`src/rtl/mem_bridge_pkg.sv`:
```
// Shared types and helpers for the load/store bus bridge.
package mem_bridge_pkg;

  typedef enum logic [1:0] {
    SIZE_BYTE = 2'b00,
    SIZE_HALF = 2'b01,
    SIZE_WORD = 2'b10,
    SIZE_ILL  = 2'b11
  } size_t;

  typedef enum logic [1:0] {
    IDLE  = 2'b00,
    BUS   = 2'b01,
    FIN   = 2'b10,
    FAULT = 2'b11
  } state_t;

  // Byte enables for an access of the given size at the given byte offset.
  function automatic logic [3:0] be_gen(input size_t sz, input logic [1:0] off);
    logic [3:0] be;
    case (sz)
      SIZE_BYTE: be = 4'b0001 << off;
      SIZE_HALF: be = off[1] ? 4'b1100 : 4'b0011;
      default:   be = 4'b1111;
    endcase
    return be;
  endfunction

  // Replicate the right-justified store data across every lane it may land in.
  function automatic logic [31:0] wdata_rep(input size_t sz, input logic [31:0] data);
    logic [31:0] wd;
    case (sz)
      SIZE_BYTE: wd = {4{data[7:0]}};
      SIZE_HALF: wd = {2{data[15:0]}};
      default:   wd = data;
    endcase
    return wd;
  endfunction

endpackage

```
`src/rtl/mem_bridge_load_align.sv`:
```
// Lane select and sign/zero extension of bus read data.
module load_align
  import mem_bridge_pkg::*;
(
  input  logic [31:0] rdata,
  input  logic [1:0]  off,
  input  size_t       size,
  input  logic        uns,
  output logic [31:0] result
);

  logic [7:0]  byte_sel;
  logic [15:0] half_sel;

  // Pick the addressed lane and extend it to a full word.
  always_comb begin
    byte_sel = rdata[7:0];
    case (off)
      2'd0: byte_sel = rdata[7:0];
      2'd1: byte_sel = rdata[15:8];
      2'd2: byte_sel = rdata[23:16];
      2'd3: byte_sel = rdata[31:24];
      default: byte_sel = rdata[7:0];
    endcase
    half_sel = off[1] ? rdata[31:16] : rdata[15:0];
    case (size)
      SIZE_BYTE: result = {{24{~uns & byte_sel[7]}}, byte_sel};
      SIZE_HALF: result = {{16{~uns & half_sel[15]}}, half_sel};
      default:   result = rdata;
    endcase
  end

endmodule

```
`src/rtl/mem_bridge.sv`:
```
// Bridge from CPU load/store control to a word-wide req/ack memory bus.
module mem_bridge
  import mem_bridge_pkg::*;
#(
  parameter int ADDR_W  = 30,
  parameter int TIMEOUT = 15
) (
  input  logic              clk,
  input  logic              rst,
  input  logic              rd,
  input  logic              we,
  input  logic [31:0]       addr,
  input  logic [31:0]       data,
  input  logic [1:0]        size,
  input  logic              uns,
  output logic [31:0]       out,
  output logic              done,
  output logic              error,
  output logic              mem_req,
  output logic              mem_we,
  output logic [ADDR_W-1:0] mem_addr,
  output logic [31:0]       mem_wdata,
  output logic [3:0]        mem_be,
  input  logic [31:0]       mem_rdata,
  input  logic              mem_ack
);

  localparam int CNT_W = (TIMEOUT < 2) ? 1 : $clog2(TIMEOUT + 1);
  localparam logic [CNT_W-1:0] TO_VAL = CNT_W'(TIMEOUT);
  // First byte address past the bus window; 64 bits so ADDR_W=30 needs no special case.
  localparam logic [63:0] ADDR_LIM = 64'h1 << (ADDR_W + 2);

  state_t            state_q, state_d;
  logic [CNT_W-1:0]  cnt_q, cnt_d;
  logic              mem_we_q, mem_we_d;
  logic [ADDR_W-1:0] mem_addr_q, mem_addr_d;
  logic [31:0]       mem_wdata_q, mem_wdata_d;
  logic [3:0]        mem_be_q, mem_be_d;
  logic [1:0]        off_q, off_d;
  size_t             size_q, size_d;
  logic              uns_q, uns_d;
  logic [31:0]       out_q, out_d;

  size_t       size_in;
  logic        access;
  logic        fault_req;
  logic        timed_out;
  logic [31:0] load_res;

  // Classify the incoming request; only meaningful while idle.
  always_comb begin
    size_in   = size_t'(size);
    access    = rd | we;
    fault_req = (rd & we)
              | (size_in == SIZE_ILL)
              | ((size_in == SIZE_HALF) & addr[0])
              | ((size_in == SIZE_WORD) & (addr[1:0] != 2'b00))
              | ({32'h0, addr} >= ADDR_LIM);
    timed_out = (cnt_q == TO_VAL);
  end

  // State register.
  always_ff @(posedge clk or posedge rst) begin
    if (rst) state_q <= IDLE;
    else     state_q <= state_d;
  end

  // Next-state logic; ack wins over timeout on the final cycle.
  always_comb begin
    state_d = state_q;
    case (state_q)
      IDLE:  if (access) state_d = fault_req ? FAULT : BUS;
      BUS: begin
        if (mem_ack)        state_d = FIN;
        else if (timed_out) state_d = FAULT;
      end
      FIN:   state_d = IDLE;
      FAULT: state_d = IDLE;
      default: state_d = IDLE;
    endcase
  end

  // State-decoded outputs; mem_req drops as soon as reset asserts.
  always_comb begin
    mem_req = (state_q == BUS);
    done    = (state_q == FIN) || (state_q == FAULT);
    error   = (state_q == FAULT);
  end

  // Request latching, timeout counting and load capture.
  always_comb begin
    cnt_d       = cnt_q;
    mem_we_d    = mem_we_q;
    mem_addr_d  = mem_addr_q;
    mem_wdata_d = mem_wdata_q;
    mem_be_d    = mem_be_q;
    off_d       = off_q;
    size_d      = size_q;
    uns_d       = uns_q;
    out_d       = out_q;
    if ((state_q == IDLE) && access && !fault_req) begin
      cnt_d       = '0;
      mem_we_d    = we;
      mem_addr_d  = addr[ADDR_W+1:2];
      mem_wdata_d = wdata_rep(size_in, data);
      mem_be_d    = be_gen(size_in, addr[1:0]);
      off_d       = addr[1:0];
      size_d      = size_in;
      uns_d       = uns;
    end
    if (state_q == BUS) begin
      if (mem_ack) begin
        if (!mem_we_q) out_d = load_res;
      end else if (!timed_out) begin
        cnt_d = cnt_q + CNT_W'(1);
      end
    end
  end

  // Datapath registers.
  always_ff @(posedge clk or posedge rst) begin
    if (rst) begin
      cnt_q       <= '0;
      mem_we_q    <= 1'b0;
      mem_addr_q  <= '0;
      mem_wdata_q <= '0;
      mem_be_q    <= '0;
      off_q       <= '0;
      size_q      <= SIZE_BYTE;
      uns_q       <= 1'b0;
      out_q       <= '0;
    end else begin
      cnt_q       <= cnt_d;
      mem_we_q    <= mem_we_d;
      mem_addr_q  <= mem_addr_d;
      mem_wdata_q <= mem_wdata_d;
      mem_be_q    <= mem_be_d;
      off_q       <= off_d;
      size_q      <= size_d;
      uns_q       <= uns_d;
      out_q       <= out_d;
    end
  end

  load_align u_load_align (
    .rdata  (mem_rdata),
    .off    (off_q),
    .size   (size_q),
    .uns    (uns_q),
    .result (load_res)
  );

  assign out       = out_q;
  assign mem_we    = mem_we_q;
  assign mem_addr  = mem_addr_q;
  assign mem_wdata = mem_wdata_q;
  assign mem_be    = mem_be_q;

endmodule

```
`config.mk`:
```
export PLATFORM = sky130hd
export DESIGN_NAME = mem_bridge
export DESIGN_NICKNAME = d
export VERILOG_FILES = /design/src/rtl/mem_bridge_pkg.sv /design/src/rtl/mem_bridge_load_align.sv /design/src/rtl/mem_bridge.sv
export SDC_FILE = /design/constraint.sdc
export NUM_CORES = 1
export LEC_CHECK = 0
export ABC_AREA = 1
export CORE_AREA = 5 5 118 165
export CTS_CLUSTER_DIAMETER = 40
export CTS_CLUSTER_SIZE = 8
export DETAILED_ROUTE_END_ITERATION = 10
export DIE_AREA = 0 0 123 170
export PLACE_DENSITY = 0.56
export RECOVER_POWER = 100
export SYNTH_ARGS = -nofsm -noshare
export SYNTH_HDL_FRONTEND = slang
export SYNTH_SLANG_ARGS = --single-unit
```
`constraint.sdc`:
```
create_clock -name clk -period 12 [get_ports clk]
set_clock_uncertainty 0.1 [all_clocks]
set_input_delay 3 -clock clk [delete_from_list [all_inputs] [get_ports clk]]
set_output_delay 3 -clock clk [all_outputs]
set_load 0.05 [all_outputs]
```
* After elaboration in Yosys (flattened, before gate mapping)
Index checks and enable logic that the tools add are counted.
Widths: inputs -> output; s select.
** Operators by class
- Multiplexer cells :: 15
- Reduce and logical (&&, ||, !) cells :: 12
- Shift operators :: 1
- Divide/modulo/power cells :: 0
- Multipliers :: 0
- Magnitude comparators :: 0
- Bitwise gates (word level) :: 11
- Add/sub/neg operators :: 1
- Equal/unequal tests :: 13
** Operators by type and width (count)
- $pmux 32 s2 :: 2
- $pmux 8 s4 :: 1
- $mux 4 :: 5
- $mux 16 :: 1
- $eq 2x2->1 const B :: 6
- $eq 2x1->1 const B :: 4
- $logic_not 2->1 :: 4
- $mux 2 :: 4
- $pmux 4 s2 :: 1
- $pmux 2 s3 :: 1
- $and 1x1->1 :: 5
- $add 4x1->4 const B :: 1
- $eq 4x4->1 const B :: 1
- $or 1x1->1 :: 4
- $shl 1x2->4 const A :: 1
- $ne 3x1->1 const B :: 1
- $reduce_and 3->1 :: 1
- $logic_and 1x1->1 :: 2
- $ne 2x2->1 const B :: 1
- $not 1->1 :: 2
- $reduce_and 2->1 :: 1
- $reduce_bool 2->1 :: 1
- $reduce_or 2->1 :: 1
- $logic_not 1->1 :: 1
- $logic_or 1x1->1 :: 1
** Word-level totals
- Register bits :: 110
- Memory bits (writable) :: 0
- Memories :: 0
- ROM bits :: 0
- Latch bits :: 0
- Output and inout bits :: 102
- Bits of input ports :: 104
- Logic and storage cells :: 63

* Logic depth before layout (Yosys ltp)
Gate-level depths: netlist of run 1.
- Depth in word-level cells :: 10
- Mapped depth :: 10
- Depth with buffers taken out :: 9

* Modules after synthesis
Synthesis of run 1 repeated with hierarchy kept, for this count alone.
** Second synthesis, totals
- Cells, all modules :: 658
- Area, all modules :: 5462.7 um^2
** Modules (own cells, without submodules)
- mem_bridge :: times used 1, cells an instance 489, area an instance 4583.1 um^2
- load_align :: times used 1, cells an instance 169, area an instance 879.6 um^2

* Worst setup path before layout of run 1
No wires, ideal clock.
- Path kind :: flip-flop to output port
- Start :: register state_q[1]
- End :: output port mem_req
- Slack :: 7.785 ns
- Data required time :: 8.900 ns
- Data arrival time :: 1.115 ns
- Path buffers :: 0
- Cell stages (with the launch flop) :: 2
- Path through :: dfrtp_1 nor2_1
** On the way
- Longest elaborated chain between the ends :: 1
** RTL lines
- from (decl) :: line mem_bridge.sv:33 : state_t state_q, state_d;
- from (signal assigned) :: line mem_bridge.sv:65 : else state_q <= state_d;
- $eq 2x1->1 :: line mem_bridge.sv:85 : mem_req = (state_q == BUS);
- to (decl) :: line mem_bridge.sv:19 : output logic mem_req,
No other way between the ends.

* Worst setup path after layout of run 1
- Start :: input port mem_ack
- End :: register out_q[7], in the netlist out[7]
** On the way
- Longest elaborated chain between the ends :: 1
** RTL lines
- from (decl) :: line mem_bridge.sv:25 : input logic mem_ack
- $reduce_and 3->1 (no line)
- to (signal assigned) :: line mem_bridge.sv:141 : out_q <= out_d;
- to (decl) :: line mem_bridge.sv:42 : logic [31:0] out_q, out_d;
No other way between the ends.
A chain may end at the register's enable or synchronous reset.

==> flow_metrics.tcl, run 1 <==
set metrics [dict create \
    cts_resized 0 \
    reg2reg_depth 7 \
    startpoint "mem_ack" \
    core_mm2 0.0178 \
    finalSetupTns_ns 0 \
    rr_endpoint "out[7]" \
    holdBufCountCts 0 \
    start_kind "input pin" \
    power_frac_seq_pct 28.4 \
    vias 4914 \
    die_h_um 170 \
    critPathCaptureType "register" \
    synthArstFlopShare_pct 100 \
    num_rows 58 \
    synth_top_cell_area_share_pct 52.5 \
    cp.required_ns 12.18 \
    synth.most_common_cell "nand2_1" \
    hpwlAfterDp_mm 12.2 \
    p_comb_share_pct 57.1 \
    clock_sinks 110 \
    synth_top_area_cell "dfrtp_1" \
    worstSetupEndpoint "out[7]" \
    cts_buffers 9 \
    synth.top_cells.by_count "306 x nand2_1, 110 x dfrtp_1, 63 x a21oi_1" \
    clockBufferDepth 2 \
    synth-seq-cells 110 \
    max_freq_mhz 150 \
    synth_edf_count 0 \
    ioPinCount 206 \
    synth_area_leaders "dfrtp_1 53%, nand2_1 22%, a21oi_1 6.0%" \
    rrSetupSlack_ns 8.10 \
    period_minus_slack_ns 6.66 \
    yosysSeqAreaShare_pct 52.5 \
    fill_cells 1838 \
    routabilityCongestion 0.799 \
    die-area_mm2 0.0209 \
    worst-setup-path-type "in2reg" \
    area_growth_pct 47.4 \
    p_total_mw 2.32 \
    p_int_mw 1.13 \
    drtAntennaViolNets 0 \
    switching_share_pct 51.3 \
    ys.flop_type "dfrtp_1" \
    vias_per_cell 4.44 \
    grt_pass1_wl_mm 26.4 \
    r2r-start "state_q[1]" \
    antenna_found_initial 0 \
    synthCells 680 \
    n_antenna_cell 0 \
    clkPwrFrac_pct 14.4 \
    post-route-drc-count 0 \
    design_area_mm2 0.00772 \
    syn_area_per_cell_um2 7.70 \
    first_pass_iters 4 \
    cts_tree "built" \
    max_slew.worst_pin.slew_ns 2.12 \
    violations "capacitance limit, slew limit" \
    postCtsSetupBuffers 0 \
    powerDensity_mw_per_mm2 301 \
    portBuffers 205 \
    setup_viol 0 \
    min_path_type "reg2reg" \
    p_leak_nw 3.82 \
    syn_area_mm2 0.00524 \
    drt-initial-drc-count 269 \
    final_nets 969 \
    period_share_pct 55.5 \
    slew_violations 131 \
    clkSlewWorstSetupHoldPaths_ns 0.07 \
    p_sw_mw 1.19 \
    grt_setup_unrepaired "no" \
    cp_max_fo 40 \
    timing.slew.headroom_pct -42.4 \
    final_layout_size_suffix_gt1_share_pct 3.34 \
    start_util_pct 29.5 \
    grt_pass1_vias 4846 \
    postPlaceCellArea_mm2 0.00741 \
    cts_htree_levels 3 \
    crit_arrival_ns 6.84 \
    yosysWarnings 0 \
    die_x_um 123 \
    synth.net_count 785 \
    grt_overflow 0 \
    clock_latency_ns 0.34 \
    vdd_ir_drop_max_mv 0.117 \
    wl_per_cell_um 15.2 \
    grt_usage_pct 16.2 \
    drt_wl_total_mm 16.8 \
    finalHoldViolCount 0 \
    synth_cell_types 27 \
    grt_max_degree 97 \
    status "finished, violations left" \
    ctsRootBufferMaster "clkbuf_16" \
    drv_cap 3 \
    fin_util_pct 43.4 \
]
[critical path: stages]
cell           delay [ns]
dlygate4sd3_1        0.55
nand2_1              0.07
inv_1                0.03
nand2_1              0.05
clkbuf_1             1.34
clkinv_1             1.28
nand3_1              0.34
nor2_1               0.06
nor2_1               0.09
[sequential cells by signal, summed over array words and instances (netlist names)]
name       cells
uns_q          1
cnt_q          4
state_q        2
mem_wdata     32
mem_we         1
mem_addr      30
size_q         2
off_q          2
out           32
mem_be         4
[worst min-delay path by stage]
stage             startpoint  slack, ns       endpoint  cells past startpoint
3_5_place_dp   mem_wdata[14]       0.36  mem_wdata[14]                      2
3_3_place_gp    mem_addr[22]       0.36   mem_addr[22]                      2
2_1_floorplan          uns_q       0.35          uns_q                      2
5_1_grt         mem_addr[14]       0.40   mem_addr[14]                      2
6_report             out[13]       0.37        out[13]                      2
4_1_cts        mem_wdata[14]       0.38  mem_wdata[14]                      2
[area by class of cell]
| type | count | area (um^2) | area share, % |
|---|---|---|---|
| multi-input cells | 496 | 2120 | 27.4 |
| well taps | 240 | 300 | 3.89 |
| inverters | 37 | 141 | 1.83 |
| repair buffers | 210 | 2080 | 27.0 |
| clock buffers | 10 | 229 | 2.97 |
| flip-flops and latches | 110 | 2750 | 35.7 |
| clock inverters | 4 | 97.6 | 1.26 |
[layout by cell type (no fill, tap or decap), types with 9 or more instances in the layout]
master           Yosys  layout
nand2_1            306     307
dfrtp_1            110     110
dlygate4sd3_1        0     105
clkdlybuf4s50_1      0     100
a21oi_1             63      63
o21ai_0             45      45
nor2_1              43      43
inv_1               31      30
nand3_1             19      19
clkbuf_16            0       9
[power by group through the flow]
| stage | Clock [mW] | Sequential, mW | Combinational [mW] |
|---|---|---|---|
| global route | 0.363 | 0.686 | 1.42 |
| floorplan | 0 | 1.21 | 0.383 |
| finish | 0.335 | 0.660 | 1.33 |
| CTS | 0.348 | 0.669 | 1.40 |
| global placement | 0 | 0.672 | 1.39 |
| detailed placement | 0 | 0.672 | 1.40 |
[metrics by stage]
stage	hold WS, ns	std cells	worst slack, ns
after floorplan	0.350	680	6.00
after global placement	0.362	1093	6.56
after detailed placement	0.364	1093	6.52
after CTS	0.383	1107	6.90
after global routing	0.402	1107	4.96
final	0.373	1107	5.34
[routing by layer]
layer  up-vias  routed length, um  track usage, %
li1       2516                  -               -
met1      2260               6880            20.0
met2       119               8670            27.7
met3        19                814            3.32
met4         0                448            5.78
met5         -                  0               0
[logic make-up after synthesis]
group                      share of synthesized area (%)
AOI/OAI and AO/OA                                   11.6
adders and majority gates                          0.239
DFF                                                 52.5
and+or+nand+nor                                     28.6
buffers and inverters                               6.97
Note: power is estimated with default switching activity, not from simulation.
==> inputs of run 2 (changes only) <==
--- a/config.mk
+++ b/config.mk
@@ -11,7 +11,7 @@
 export CTS_CLUSTER_SIZE = 8
 export DETAILED_ROUTE_END_ITERATION = 10
 export DIE_AREA = 0 0 123 170
-export PLACE_DENSITY = 0.56
+export PLACE_DENSITY = 0.58
 export RECOVER_POWER = 100
 export SYNTH_ARGS = -nofsm -noshare
 export SYNTH_HDL_FRONTEND = slang
==> constraint.sdc (replaced) <==
create_clock -name clk -period 5.75 [get_ports clk]
set_clock_uncertainty 0.1 [all_clocks]
set_input_delay 1.4375 -clock clk [delete_from_list [all_inputs] [get_ports clk]]
set_output_delay 1.4375 -clock clk [all_outputs]
set_load 0.05 [all_outputs]
==> run 2 against run 1 <==
Against the previous run: the run still ends with capacitance limit, slew limit left; global-route usage up 0.18 points; sequential power up 110%; cell count up 0.54%; via count up 0.69%; die area unchanged; power up 100%; first-iteration DRC count up 15%; register-to-register slack worse by 5.0 ns; setup slack worse by 3.7 ns; final area down 0.57%; sequential cell count unchanged; largest power group unchanged; highest routed layer unchanged.
==> flow_metrics.tcl, run 2 (synthesis results as in run 1) <==
set metrics [dict create \
    max_freq_mhz 244 \
    clock_latency_ns 0.34 \
    min_path_type "reg2reg" \
    p_comb_share_pct 58.4 \
    grt_usage_pct 16.3 \
    clkPwrFrac_pct 12.4 \
    max_slew.worst_pin.slew_ns 1.82 \
    dp.cells 1094 \
    postPlaceCellArea_mm2 0.00741 \
    finalSetupTns_ns 0 \
    grt_pass1_vias 5031 \
    cp.required_ns 5.93 \
    clockBufferDepth 2 \
    drt_wl_total_mm 16.7 \
    vias 4948 \
    slew_violations 97 \
    cts_htree_levels 3 \
    cts_tree "built" \
    powerDensity_mw_per_mm2 615 \
    mostFrequentLayoutCell "nand2_1" \
    cp_max_fo 96 \
    p_int_mw 2.23 \
    cts_resized 0 \
    die_h_um 170 \
    worst-setup-path-type "in2reg" \
    vdd_ir_drop_max_mv 0.242 \
    critPathCaptureType "register" \
    switching_share_pct 52.7 \
    p_total_mw 4.72 \
    final_nets 970 \
    antenna_found_initial 3 \
    grt_overflow 0 \
    power_frac_seq_pct 29.1 \
    die_x_um 123 \
    timing.slew.headroom_pct -21.1 \
    routabilityCongestion 0.808 \
    fill_cells 1832 \
    first_pass_iters 5 \
    grt_pass1_wl_mm 26.9 \
    postCtsSetupBuffers 0 \
    start_util_pct 29.5 \
    setup_viol 0 \
    violations "capacitance limit, slew limit" \
    hpwlAfterDp_mm 12.1 \
    vias_per_cell 4.45 \
    wl_per_cell_um 15.0 \
    clkSlewWorstSetupHoldPaths_ns 0.07 \
    start_kind "input pin" \
    period_minus_slack_ns 4.10 \
    clock_sinks 110 \
    final_cell_mix "307 x nand2_1, 110 x dfrtp_1, 106 x dlygate4sd3_1" \
    ioPinCount 206 \
    area_growth_pct 46.5 \
    holdBufCountCts 0 \
    num_rows 58 \
    p_sw_mw 2.49 \
    final_layout_size_suffix_gt1_share_pct 3.56 \
    portBuffers 205 \
    status "finished, violations left" \
    drt-initial-drc-count 309 \
    cts_buffers 9 \
    ctsRootBufferMaster "clkbuf_16" \
    grt_setup_unrepaired "no" \
    core_mm2 0.0178 \
    p_leak_nw 3.80 \
    fin_cells 1113 \
    period_share_pct 71.3 \
    drtAntennaViolNets 0 \
    drv_cap 1 \
    design_area_mm2 0.00768 \
    die-area_mm2 0.0209 \
    grt_max_degree 97 \
    post-route-drc-count 0 \
    crit_arrival_ns 4.28 \
    finalHoldViolCount 0 \
]
run 2: cell types whose count changed in the layout (fill, tap and decap cells not counted), sizes merged:
cell / previous run / this run
diode: 0 / 3
clkbuf: 12 / 14
clkdlybuf4s50: 100 / 99
bufinv: 3 / 0
clkinvlp: 2 / 3
dlygate4sd3: 105 / 106
clkinv: 2 / 4
inv: 34 / 35
run 2: per-layer routing:
| metal | share of wire, % | track usage (%) | vias to the layer above |
|---|---|---|---|
| met2 | 53 | 28.4 | 152 |
| met1 | 40 | 20.0 | 2258 |
| li1 | - | - | 2520 |
| met5 | 0 | 0 | - |
| met3 | 5.8 | 3.03 | 18 |
| met4 | 1.9 | 6.02 | 0 |
run 2: power groups by stage:
stage	Sequential [mW]	Clock (mW)	Combinational, mW
after global placement	1.40	0	2.90
after detailed placement	1.40	0	2.92
after floorplan	2.52	0	0.799
after CTS	1.40	0.611	2.92
after global routing	1.44	0.643	2.96
final	1.38	0.587	2.76
run 2: worst max-delay path: stages:
cell	delay (ns)
dlygate4sd3_1	0.76
nand2_1	0.08
nand2_1	0.07
nand2_1	0.10
nand3_4	0.08
clkbuf_2	1.31
nand2_1	0.18
nand2_1	0.14
nand2_1	0.06
nand2_1	0.05
run 2: worst paths after layout:
kind	from	endpoint	slack, ns	cells after the start
setup / recovery	size[0]	cnt_q[2]	1.65	10
hold / removal	mem_wdata[25]	mem_wdata[25]	0.37	2
setup reg to reg	state_q[1]	cnt_q[2]	3.10	9
hold reg to reg	mem_wdata[25]	mem_wdata[25]	0.37	2
max in group asynchronous	rst	mem_be[0]	2.42	3
min in group asynchronous	rst	mem_addr[7]	1.69	2
run 2: per-stage QoR:
step / util, % / hold slack [ns] / worst slack (ns)
detailed placement: 41.7 / 0.364 / 1.99
global route: 43.2 / 0.392 / 1.26
CTS: 43.2 / 0.384 / 2.36
finish: 43.2 / 0.375 / 1.65
floorplan: - / 0.350 / 1.31
global placement: 41.7 / 0.361 / 1.97
run 2: area by class of cell:
class                           count  area, um^2  area share, %
Tap cell                          240         300           3.91
Timing Repair Buffer              211        2090           27.2
Antenna cell                        3        7.51         0.0978
Sequential cell                   110        2750           35.9
Multi-Input combinational cell    496        2120           27.6
Clock inverter                      5        36.3          0.473
Clock buffer                       11         233           3.03
Inverter                           37         143           1.86
